File: config.mk
export PLATFORM = sky130hd
export DESIGN_NAME = cpu_lsu
export DESIGN_NICKNAME = d
export VERILOG_FILES = /design/src/rtl/cpu_lsu.sv
export SDC_FILE = /design/constraint.sdc
export NUM_CORES = 1
export LEC_CHECK = 0
export CAP_MARGIN = 30
export CORE_MARGIN = 8
export CORE_UTILIZATION = 40
export DETAILED_ROUTE_END_ITERATION = 8
export GPL_TIMING_DRIVEN = 0
export PLACE_DENSITY_LB_ADDON = 0.05
export SYNTH_ARGS = -nofsm -noshare
export SYNTH_HDL_FRONTEND = slang
export SYNTH_SLANG_ARGS = --single-unit
File: constraint.sdc
create_clock -name clk -period 1.9 [get_ports clk]
set_input_delay 0.285 -clock clk [delete_from_list [all_inputs] [get_ports clk]]
set_output_delay 0.285 -clock clk [all_outputs]
set_load 0.005 [all_outputs]
File: src/rtl/cpu_lsu.sv
`default_nettype none
// +----------------------------------------------------------------------------+
// | cpu_lsu : big-endian load/store unit, one Avalon-style transfer per request |
// | Revision: 1.0                                                              |
// +----------------------------------------------------------------------------+
module cpu_lsu #(
  parameter int unsigned MAX_WAIT_CYCLES = 0
) (
  input  logic        clk,
  input  logic        rst_n,
  input  logic        start_i,
  input  logic [5:0]  opcode_i,
  input  logic [31:0] effective_address_i,
  input  logic [31:0] store_data_i,
  output logic        busy_o,
  output logic        done_o,
  output logic        error_o,
  output logic [31:0] load_data_o,
  output logic [31:0] address_o,
  output logic        read_o,
  output logic        write_o,
  output logic [3:0]  byteenable_o,
  output logic [31:0] writedata_o,
  input  logic [31:0] readdata_i,
  input  logic        waitrequest_i
);

  localparam logic [5:0] OP_LB  = 6'h20;
  localparam logic [5:0] OP_LH  = 6'h21;
  localparam logic [5:0] OP_LW  = 6'h23;
  localparam logic [5:0] OP_LBU = 6'h24;
  localparam logic [5:0] OP_LHU = 6'h25;
  localparam logic [5:0] OP_SB  = 6'h28;
  localparam logic [5:0] OP_SH  = 6'h29;
  localparam logic [5:0] OP_SW  = 6'h2B;

  typedef enum logic [1:0] {
    IDLE  = 2'd0,
    ISSUE = 2'd1,
    DONE  = 2'd2
  } state_t;

  state_t      state_q, state_d;
  logic [31:0] address_q, address_d;
  logic [3:0]  byteenable_q, byteenable_d;
  logic [31:0] writedata_q, writedata_d;
  logic [5:0]  opcode_q, opcode_d;
  logic [1:0]  offset_q, offset_d;
  logic        read_q, read_d;
  logic        write_q, write_d;
  logic [31:0] load_data_q, load_data_d;
  logic        error_q, error_d;
  logic [31:0] wait_cnt_q, wait_cnt_d;

  // Request decode: lane mask, replicated store data, legality
  logic        req_ok;
  logic        req_load;
  logic [3:0]  req_be;
  logic [31:0] req_wdata;
  logic [1:0]  ea_off;

  assign ea_off = effective_address_i[1:0];

  always_comb begin
    req_ok    = 1'b0;
    req_load  = 1'b0;
    req_be    = 4'b0000;
    req_wdata = 32'h0;
    unique case (opcode_i)
      OP_LB, OP_LBU, OP_SB: begin
        req_ok    = 1'b1;
        req_load  = (opcode_i != OP_SB);
        req_be    = 4'b1000 >> ea_off;
        req_wdata = {4{store_data_i[7:0]}};
      end
      OP_LH, OP_LHU, OP_SH: begin
        req_ok    = ~ea_off[0];
        req_load  = (opcode_i != OP_SH);
        req_be    = ea_off[1] ? 4'b0011 : 4'b1100;
        req_wdata = {2{store_data_i[15:0]}};
      end
      OP_LW, OP_SW: begin
        req_ok    = (ea_off == 2'b00);
        req_load  = (opcode_i == OP_LW);
        req_be    = 4'b1111;
        req_wdata = store_data_i;
      end
      default: begin
        req_ok = 1'b0;
      end
    endcase
  end

  // Lane extraction from the returned word, offset 0 being the MSB lane
  logic [7:0]  rd_byte;
  logic [15:0] rd_half;
  logic [31:0] rd_ext;

  always_comb begin
    unique case (offset_q)
      2'd0:    rd_byte = readdata_i[31:24];
      2'd1:    rd_byte = readdata_i[23:16];
      2'd2:    rd_byte = readdata_i[15:8];
      default: rd_byte = readdata_i[7:0];
    endcase
    rd_half = offset_q[1] ? readdata_i[15:0] : readdata_i[31:16];
    unique case (opcode_q)
      OP_LB:   rd_ext = {{24{rd_byte[7]}}, rd_byte};
      OP_LBU:  rd_ext = {24'h0, rd_byte};
      OP_LH:   rd_ext = {{16{rd_half[15]}}, rd_half};
      OP_LHU:  rd_ext = {16'h0, rd_half};
      default: rd_ext = readdata_i;
    endcase
  end

  logic wait_expired;
  assign wait_expired = (MAX_WAIT_CYCLES != 0) &&
                        ((wait_cnt_q + 32'd1) >= MAX_WAIT_CYCLES);

  always_comb begin
    state_d      = state_q;
    address_d    = address_q;
    byteenable_d = byteenable_q;
    writedata_d  = writedata_q;
    opcode_d     = opcode_q;
    offset_d     = offset_q;
    read_d       = read_q;
    write_d      = write_q;
    load_data_d  = load_data_q;
    error_d      = error_q;
    wait_cnt_d   = wait_cnt_q;
    unique case (state_q)
      IDLE: begin
        if (start_i) begin
          if (req_ok) begin
            address_d    = {effective_address_i[31:2], 2'b00};
            byteenable_d = req_be;
            writedata_d  = req_wdata;
            opcode_d     = opcode_i;
            offset_d     = ea_off;
            read_d       = req_load;
            write_d      = ~req_load;
            error_d      = 1'b0;
            wait_cnt_d   = 32'h0;
            state_d      = ISSUE;
          end else begin
            error_d = 1'b1;
            state_d = DONE;
          end
        end
      end
      ISSUE: begin
        if (!waitrequest_i) begin
          read_d  = 1'b0;
          write_d = 1'b0;
          error_d = 1'b0;
          if (read_q) begin
            load_data_d = rd_ext;
          end
          state_d = DONE;
        end else if (wait_expired) begin
          read_d  = 1'b0;
          write_d = 1'b0;
          error_d = 1'b1;
          state_d = DONE;
        end else begin
          wait_cnt_d = wait_cnt_q + 32'd1;
        end
      end
      DONE: begin
        wait_cnt_d = 32'h0;
        state_d    = IDLE;
      end
      default: begin
        read_d  = 1'b0;
        write_d = 1'b0;
        state_d = IDLE;
      end
    endcase
  end

  always_ff @(posedge clk or negedge rst_n) begin
    if (!rst_n) begin
      state_q      <= IDLE;
      address_q    <= 32'h0;
      byteenable_q <= 4'h0;
      writedata_q  <= 32'h0;
      opcode_q     <= 6'h0;
      offset_q     <= 2'd0;
      read_q       <= 1'b0;
      write_q      <= 1'b0;
      load_data_q  <= 32'h0;
      error_q      <= 1'b0;
      wait_cnt_q   <= 32'h0;
    end else begin
      state_q      <= state_d;
      address_q    <= address_d;
      byteenable_q <= byteenable_d;
      writedata_q  <= writedata_d;
      opcode_q     <= opcode_d;
      offset_q     <= offset_d;
      read_q       <= read_d;
      write_q      <= write_d;
      load_data_q  <= load_data_d;
      error_q      <= error_d;
      wait_cnt_q   <= wait_cnt_d;
    end
  end

  assign busy_o       = (state_q != IDLE);
  assign done_o       = (state_q == DONE);
  assign error_o      = (state_q == DONE) && error_q;
  assign load_data_o  = load_data_q;
  assign address_o    = address_q;
  assign read_o       = read_q;
  assign write_o      = write_q;
  assign byteenable_o = byteenable_q;
  assign writedata_o  = writedata_q;

endmodule
`default_nettype wire

# Word level (Yosys, flattened, before mapping)
# Index checks and enable logic that the tools add are counted.
# op_classes
eq_ne	21
shifts	1
muxes	22
bitwise	4
reduce_logical	14
# op_table
cell	count
$pmux 32 s4	1
$pmux 32 s3	1
$eq 6x6->1 const B	12
$pmux 8 s3	1
$mux 16	1
$ne 6x6->1 const B	2
$pmux 1 s3	4
$pmux 4 s3	1
$reduce_and 3->1	3
$mux 1	7
$logic_not 2->1	3
$mux 2	3
$ne 2x2->1 const B	3
$reduce_or 3->1	2
$eq 2x1->1 const B	2
$eq 2x2->1 const B	2
$mux 4	1
$not 1->1	4
$pmux 2 s2	1
$reduce_and 4->1	1
$reduce_bool 2->1	2
$shr 4x2->4 const A	1
$pmux 1 s2	1
$reduce_and 2->1	1
other kinds (2)	2
# word_totals
reg_bits	111
inputBits	106
out_inout_bits	105
wordCells	72

# Longest topological paths before layout
# depth
depth_word	7
depth_mapped	7
mapped_depth_nobuf	4

# Worst setup path after synthesis
# Ideal clock, no wire load.
# synth_path
path_kind	register -> register
start	reg opcode_q[1]
end	reg load_data_q[24] (netlist: load_data_o[24])
setup_ns	0.069
t_arrival_ns	1.736
required_time_ns	1.831
setup_slack_ns	0.095
path_stages_with_launch	6
n_path_buf	2
synth_period_minus_slack_ns	1.805
path_cell_list	dfrtp_1 or4b_1 or4_1 clkbuf_1 buf_2 nand3_1
# synth_between
elab_chain_len	2
word_cells_on_any_way	5
cone_classes	4 x eq/ne; 1 x mux
# synth_lines
item	line	rtl
start, declared	47	logic [5:0] opcode_q, opcode_d;
start signal, assigned	200	opcode_q <= opcode_d;
$eq 6x6->1	107	unique case (opcode_q)
$pmux 32 s4 *	107	
end signal, assigned	204	load_data_q <= load_data_d;
end, declared	51	logic [31:0] load_data_q, load_data_d;
# Mark *: on every way between the ends. The rest lies on a longest branch, timed or not.
# A chain may end at the register's enable or synchronous reset.

# Worst setup path in the final report
# layout_path
start	reg opcode_q[1]
end	reg load_data_q[22] (netlist: load_data_o[22])
# The elaborated chain is that of the path after synthesis.

==> reports/metrics.cfg <==
[layout]
drive_gt1_share_pct = 21.6
fillCellCount = 1158
post-route-cell-area_um2 = 8360
final_nets = 802
diodes = 0
areaGrowthSynthToFinish_pct = 51.6

[routing]
avgViaCountPerCell = 5.33
drc = 0
dr.pass1.iters = 4
detail_route.wirelength_mm = 17.4
wl_per_cell_um = 19.8
vias = 4691
drtAntennaViolNets = 0
first_iter_violations = 300

[worst_hold_path]
min_path_type = in -> reg
hold_depth = 3

[yosys]
synth_ff_type = dfrtp_1
ys_seq_area_share_pct = 50.4
syn_avg_cell_area_um2 = 11.8
synth_cell_types = 46
ys_ff_latch = 111
async_reset_ff_share_pct = 100
yosys_warnings = 0
synth-edff-count = 0
syn_inst = 468
syn_area_um2 = 5510

[floorplan]
rows = 43
die_h_um = 133
dieArea_um2 = 17800
coreArea_um2 = 13700
chipWidth_um = 133
pin_count = 211
initial_core_util_pct = 40.3

[critical_path]
required_ns = 2.13
cp-start-kind = flip-flop
cp.arrival_ns = 2.08
critPathMaxFanout = 10
slowest_delay_ns = 0.55
end_kind = flip-flop
reg2reg_depth = 6
crit_chain = or4b_4, clkbuf_8, clkbuf_4, clkbuf_4, nand3_1, nand3_1
cpMaxStageDelayCell = or4b_4
worstSetupPathType = reg -> reg

[global_route]
antenna_found_initial = 1
grt_pass1_wl_mm = 27.7
grt_overflow = 0
grt_pass1_vias = 5028
grt_max_degree = 65
grtUsageTotal_pct = 19.6

[place]
hpwlAfterDp_mm = 13.3
placed_cell_area_um2 = 7850
port_buffers = 208
gp_routability_congestion = 0.885

[clock_network]
cts_root_buf = clkbuf_16
h-tree-depth = 3
numCtsBuffers = 9
clockBufferDepth = 2
cts.sinks = 111
clkLatencyLatePin_ns = 0.35
cts.clk_slew.worst_paths_ns = 0.08
cts_tree = yes

[pwr]
powerDensity_nw_per_um2 = 819
power_mw = 6.85
peakVddDrop_mv = 0.433
p_leak_nw = 3.82

[timing]
max-slew-margin-rel_pct = 59.8
fmax_mhz = 542
rsz0062_at_grt = false
skew_ns = 0.00952
finalCriticalPeriod_ns = 1.84
fin_crit_sh_pct = 97.0
setup_viol = 0
worst_slew_pin_slew_ns = 0.600
drv_slew = 0
hold_viol_final = 0
hold_slack_ns = 0.380

[job]
drv_cap = 0

[outcome]
status = finished clean

state kept, by name, indices dropped and copies added (netlist names):
name,flops
load_data_o,32
writedata_o,32
address_o,30
opcode_q,6
byteenable_o,4
offset_q,2
state_q,2
error_q,1
read_o,1
write_o,1
critical path: cells and delay by family, from the launching register on:
| family | cells | cell delay [ns] |
|---|---|---|
| flops | 1 | 0.40 |
| simple gates | 3 | 0.77 |
| buf+inv | 3 | 0.56 |
through the flow:
stage | setup slack, ns | util, % | TNS, ns | cells
floorplan | 0.0948 | - | 0 | 469
global route | 0.00157 | 61.2 | 0 | 880
finish | 0.0563 | 61.2 | 0 | 880
detailed placement | -0.638 | 57.5 | -50.70 | 858
global placement | -3.83 | 57.3 | -470.51 | 857
CTS | -0.0638 | 60.1 | -1.63 | 873
logic make-up after synthesis:
| logic type | share of synthesized area [%] |
|---|---|
| compound gates | 12.2 |
| buf+inv | 4.11 |
| flops | 50.4 |
| mux | 22.7 |
| other cells | 0.0680 |
| simple gates | 10.6 |
metal layers:
| metal | global-route usage (%) | up-vias | wire, um |
|---|---|---|---|
| met2 | 32.7 | 203 | 8630 |
| met5 | 0 | - | 10 |
| met3 | 7.12 | 20 | 1660 |
| li1 | - | 2161 | - |
| met4 | 6.80 | 2 | 279 |
| met1 | 22.9 | 2305 | 6870 |
cell usage in the layout, fill, tap and decap left out, types with 4 or more instances in the layout:
master	synthesis	final
clkdlybuf4s50_1	0	200
dfrtp_1	111	109
mux2_2	55	55
nand3_1	33	33
nand2_1	32	32
o21ai_0	23	23
a22o_1	22	22
a21oi_1	21	21
mux2i_1	21	21
mux2_4	16	16
inv_1	12	12
nand2b_1	11	11
buf_4	3	11
clkbuf_4	0	9
clkbuf_16	0	9
clkbuf_2	1	8
mux4_2	8	8
or3_1	8	8
o2bb2ai_1	8	8
o22a_1	6	6
o31ai_1	6	6
and2_1	5	5
nor2_1	6	5
dlymetal6s2s_1	0	5
clkbuf_1	17	4
buf_2	9	4
power by group:
part           internal, mW  total (mW)  switching [mW]
Sequential             2.70        2.88           0.181
Clock                 0.959        1.84           0.881
Combinational          1.32        2.13           0.810
path summary, 6_finish.rpt:
kind                            startpoint               to  slack [ns]
max reg2reg                    opcode_q[1]  load_data_o[22]        0.06
min in group asynchronous            rst_n   load_data_o[4]        0.44
min                            opcode_i[3]          write_o        0.38
min reg2reg                load_data_o[29]  load_data_o[29]        0.49
max in group asynchronous            rst_n       state_q[0]        0.77
max                            opcode_q[1]  load_data_o[22]        0.06
cell type report:
| type | instances | area, um^2 | area share, % |
|---|---|---|---|
| inverters | 12 | 45.0 | 0.539 |
| clock buffers | 11 | 253 | 3.02 |
| well taps | 180 | 225 | 2.70 |
| flip-flops and latches | 111 | 2780 | 33.3 |
| plain buffers | 33 | 246 | 2.95 |
| repair buffers | 219 | 2200 | 26.3 |
| multi-input cells | 310 | 2580 | 30.9 |
| clock inverters | 4 | 28.8 | 0.344 |
cells in the mapped netlist (2+ instances only):
cell type,instances,share of area (%)
mux2_4,16,4.4
a22o_1,22,3.5
o21ai_0,23,2.1
inv_1,12,0.82
nor3b_1,3,0.41
buf_4,3,0.41
or3_1,8,0.91
mux2i_1,21,3.8
nor3_1,2,0.18
mux4_2,8,3.3
mux2_2,55,11
o22a_1,6,0.95
o31ai_1,6,0.82
buf_1,3,0.20
buf_6,3,0.61
nand2b_1,11,1.2
nand3_1,33,3.0
a22oi_1,2,0.27
buf_2,9,0.82
a21o_1,2,0.27
o2bb2ai_1,8,1.3
nand2_1,32,2.2
nor2_1,6,0.41
nor2b_1,2,0.23
a21oi_1,21,1.9
dfrtp_1,111,50
clkbuf_1,17,1.2
and2_1,5,0.57
timing repair:
action	CTS	global route
hold buffers	1	0
endpoints found under the setup margin	109	99
buffers inserted	2	7
gates resized for setup	24	38
pin swaps	2	3
cloned	0	0
endpoints found under the hold margin	47	0
Note: power is estimated with default switching activity, not from simulation.
